`src/rtl/sbox_layer_ctrl.sv`:
```
// Nibble-serial PRESENT S-box layer: one shared 4-bit S-box walks the state
// register LSB-first, one nibble per clock, then holds the result until it is consumed.

module sbox_combinational (
    input  logic [3:0] x_i,
    output logic [3:0] y_o
);
    always_comb begin
        y_o = 4'h0;
        unique case (x_i)
            4'h0: y_o = 4'hC;
            4'h1: y_o = 4'h5;
            4'h2: y_o = 4'h6;
            4'h3: y_o = 4'hB;
            4'h4: y_o = 4'h9;
            4'h5: y_o = 4'h0;
            4'h6: y_o = 4'hA;
            4'h7: y_o = 4'hD;
            4'h8: y_o = 4'h3;
            4'h9: y_o = 4'hE;
            4'hA: y_o = 4'hF;
            4'hB: y_o = 4'h8;
            4'hC: y_o = 4'h4;
            4'hD: y_o = 4'h7;
            4'hE: y_o = 4'h1;
            4'hF: y_o = 4'h2;
            default: y_o = 4'h0;
        endcase
    end
endmodule

module sbox_layer_ctrl #(
    parameter int NIB = 16,
    localparam int W  = 4 * NIB,
    localparam int IW = (NIB > 1) ? $clog2(NIB) : 1
) (
    input  logic          clk,
    input  logic          rst_n,
    input  logic          start,
    input  logic [W-1:0]  din,
    input  logic          out_ready,
    output logic          in_ready,
    output logic          busy,
    output logic [W-1:0]  dout,
    output logic          dout_valid,
    output logic [IW-1:0] idx
);
    typedef enum logic [1:0] {IDLE, BUSY, DONE} state_t;

    state_t        state_q, state_d;
    logic [W-1:0]  data_q, data_d;
    logic [IW-1:0] idx_q, idx_d;

    logic [3:0]    sbox_in, sbox_out;
    logic [W-1:0]  subst_data;

    assign sbox_in = data_q[idx_q*4 +: 4];

    sbox_combinational u_sbox (
        .x_i (sbox_in),
        .y_o (sbox_out)
    );

    // Only the nibble addressed by idx_q takes the substituted value.
    generate
        for (genvar gi = 0; gi < NIB; gi++) begin : g_nib
            assign subst_data[gi*4 +: 4] = (idx_q == IW'(gi)) ? sbox_out : data_q[gi*4 +: 4];
        end
    endgenerate

    always_comb begin
        state_d = state_q;
        data_d  = data_q;
        idx_d   = idx_q;
        unique case (state_q)
            IDLE: begin
                if (start) begin
                    data_d  = din;
                    idx_d   = '0;
                    state_d = BUSY;
                end
            end
            BUSY: begin
                data_d = subst_data;
                if (idx_q == IW'(NIB - 1)) begin
                    idx_d   = '0;
                    state_d = DONE;
                end else begin
                    idx_d = idx_q + 1'b1;
                end
            end
            DONE: begin
                if (out_ready) state_d = IDLE;
            end
            default: state_d = IDLE;
        endcase
    end

    always_ff @(posedge clk) begin
        if (!rst_n) begin
            state_q <= IDLE;
            data_q  <= '0;
            idx_q   <= '0;
        end else begin
            state_q <= state_d;
            data_q  <= data_d;
            idx_q   <= idx_d;
        end
    end

    assign in_ready   = (state_q == IDLE);
    assign busy       = (state_q != IDLE);
    assign dout_valid = (state_q == DONE);
    assign dout       = data_q;
    assign idx        = idx_q;
endmodule

```
`config.mk`:
```
export PLATFORM = sky130hd
export DESIGN_NAME = sbox_layer_ctrl
export DESIGN_NICKNAME = d
export VERILOG_FILES = /design/src/rtl/sbox_layer_ctrl.sv
export SDC_FILE = /design/constraint.sdc
export NUM_CORES = 1
export LEC_CHECK = 0
export CORE_UTILIZATION = 45
export DETAILED_ROUTE_END_ITERATION = 10
export GPL_TIMING_DRIVEN = 0
export PLACE_DENSITY = 0.77
export RECOVER_POWER = 100
export SETUP_SLACK_MARGIN = 0.02
export SYNTH_ARGS = -nofsm -noshare
export SYNTH_HDL_FRONTEND = slang
export SYNTH_HIERARCHICAL = 1
export SYNTH_SLANG_ARGS = --single-unit
```
`constraint.sdc`:
```
create_clock -name clk -period 7.2 [get_ports clk]
set_input_delay 1.44 -clock clk [delete_from_list [all_inputs] [get_ports clk]]
set_output_delay 1.44 -clock clk [all_outputs]
set_load 0.03 [all_outputs]
```
==> qor.yml <==
portBuffers: 137
overflow: 0
synth_area_um2: 4173
pre_cts_ws_ns: 2.930
dpl.hpwl_mm: 11.51
setup_viol: 0
grt_pass1_wl_mm: 23.57
synth_area_leader_cell: "dfxtp_1"
total_leakage_power_uw: 0.002541
critPathArrivalTime_ns: 5.59
finalWirelength_mm: 15.44
start_util_pct: 47.16
synthCells: 444
slew_headroom_pct: 37.96
drc_errors: 2
yosysMostFrequentCell: "inv_1"
seq_area_frac_synth_pct: 33.58
clk_pin_slew_worst_paths_ns: 0.07
cts_resized: 0
hold_class: "register to register"
die_h_um: 98.30
synth_fp_nets: 522
die_x_um: 98.30
cts_tree: "built"
gr-usage-all-layers_pct: 32.09
cts-htree-levels: 3
cts_inserted_buffers: 9
coreArea_um2: 8848
fin_crit_ns: 5.348
power.density_nw_per_um2: 199.3
dr_total_vias: 4431
vias_per_cell: 6.294
fin_setup_tns_ns: 0
worstHoldStart: "dout[3]"
syn2layout_area_growth_pct: 39.94
cp.required_ns: 7.44
report.final.slew_viol_count: 0
antenna_cells: 0
tightest_slew_ns: 0.9306
synth_top_area_share_pct: 33.58
hold_violations: 0
crit_path_end_kind: "register"
min_period_over_period_pct: 74.28
synthTopCellsByCount: "71 x inv_1, 70 x dfxtp_1, 64 x o21ai_0"
cts_buffer_depth: 2
fp.dieArea_um2: 9662
ys.flop_type: "dfxtp_1"
wl_per_cell_um: 21.93
violations: "DRC"
synth_edf_count: 0
async_flop_share_pct: 0
rsz0062_at_grt: "false"
nNetsFinal: 670
grt_max_degree: 12
startpoint: "idx[0]"
status: "finished, violations left"
fin_ws_ns: 1.852
cts_root_buffer: "clkbuf_8"
worstSetupStartpointType: "register"
cts_setup_buffers: 0
yosys_warnings: 6
final_antenna_net_count: 0
ys_ff_latch: 70
hold_buffers: 0
grt_pass1_vias: 4261
cap_violations: 0
reg2reg_from: "idx[0]"
postSynthAreaPerCell_um2: 9.398
fmax_mhz: 187.0
dr.pass1.iters: 10
fin_skew_ns: 0.01361
ioPinCount: 139
drive_gt1_share_pct: 19.80
drt_iter0_drc: 406
gp_congestion: 0.9512
ir_drop_mv: 0.09713
synth_cell_types: 38
cts.sinks: 70
synth_area_leaders: "dfxtp_1 34%, o221a_2 16%, mux4_2 9.7%"
fin_util_pct: 65.99
antenna_found_initial: 0
worstSkewPairLatency_ns: 0.36
path_max_fanout: 10
rows: 34
worstSetupPathType: "register to register"
metrics by stage:
| step | std cells | power [uW] | instance area, um^2 | hold slack [ns] |
|---|---|---|---|---|
| floorplan | 444 | 692.3 | 4173 | 0.6797 |
| global placement | 689 | 855.4 | 5679 | 0.5392 |
| detailed placement | 689 | 864.1 | 5679 | 0.5380 |
| CTS | 704 | 1171 | 5868 | 0.5567 |
| global route | 704 | 1201 | 5839 | 0.5686 |
| finish | 704 | 1164 | 5839 | 0.5552 |
per-layer routing:
metal	part of all wire, %	vias up	global-route usage, %	routed length [um]
met5	0	-	0	0
met4	3.1	0	13.66	473
met3	9.2	37	6.657	1423
met2	46	305	50.49	7049
met1	42	2128	42.84	6496
li1	-	1961	-	-
area by class of cell:
| cell class | instances | area (um^2) |
|---|---|---|
| clock inverter | 4 | 47.55 |
| sequential | 70 | 1401 |
| tap | 108 | 135.1 |
| timing repair buffer | 137 | 1371 |
| multi-input combinational | 262 | 2276 |
| inverter | 71 | 266.5 |
| fill | 755 | 3009 |
| clock buffer | 11 | 141.4 |
| buffer | 41 | 200.2 |
worst max-delay path: stages (launching register included):
cell,delay [ns]
dfxtp_1,0.39
clkbuf_1,0.70
clkbuf_1,0.68
mux4_2,0.63
a22oi_1,0.20
nand2_1,0.19
ha_1,0.25
mux4_2,0.47
a21oi_1,0.76
clkbuf_1,0.49
o21ai_0,0.18
o221a_2,0.29
cell usage in the layout (no fill, tap or decap), types with 2 or more instances in the layout:
master           Yosys  routed
nand3_1              2       2
a21oi_1             26      30
dfxtp_1             70      70
clkbuf_8             0      10
a21oi_2             13      10
dlygate4sd3_1        0      72
o221a_1              3       3
mux4_2              18      18
inv_1               71      71
nand4_1              4       4
nor2_1               4       4
o21ai_0             64      66
o21bai_1             2       2
o221a_2             61      61
ha_1                10      10
nand2_1              6       6
buf_6                4       4
and3b_1              2       2
a22oi_1              9       9
nand4b_1             9       9
nor2b_1              6       6
clkdlybuf4s50_1      0      65
clkinv_2             0       2
nand2b_1             2       2
nor3b_1              2       2
clkbuf_1            24      28
buf_4                3       2
and3_1               3       3
buf_2                9       7
nand4bb_1            4       4
sequential cells by signal, indices dropped and copies added, names as in the netlist:
register,cells
dout,64
idx,4
state_q,2
worst paths after layout:
check	to	slack, ns	cells after the start
worst max-delay path	dout[25]	1.85	11
worst min-delay path	dout[3]	0.56	1
worst max register to register	dout[25]	1.85	11
worst min register to register	dout[3]	0.56	1
kinds of logic (layout without fill, tap and decap cells):
group,Yosys count,count (layout),synth area share (%)
flip-flops,70,70,33.58
AO/OA/AOI/OAI,184,184,34.00
AND/OR/NAND/NOR,48,48,7.916
buffers and inverters,112,264,11.33
adder cells (fa/ha/maj),10,10,2.999
XOR/XNOR,1,1,0.2099
multiplexers,19,19,9.955
report_power, final:
part           switching, uW  total [uW]  internal (uW)
Clock                    154         320            167
Combinational            221         390            170
Sequential              31.2         453            422
(Power assumes the default switching activity.)
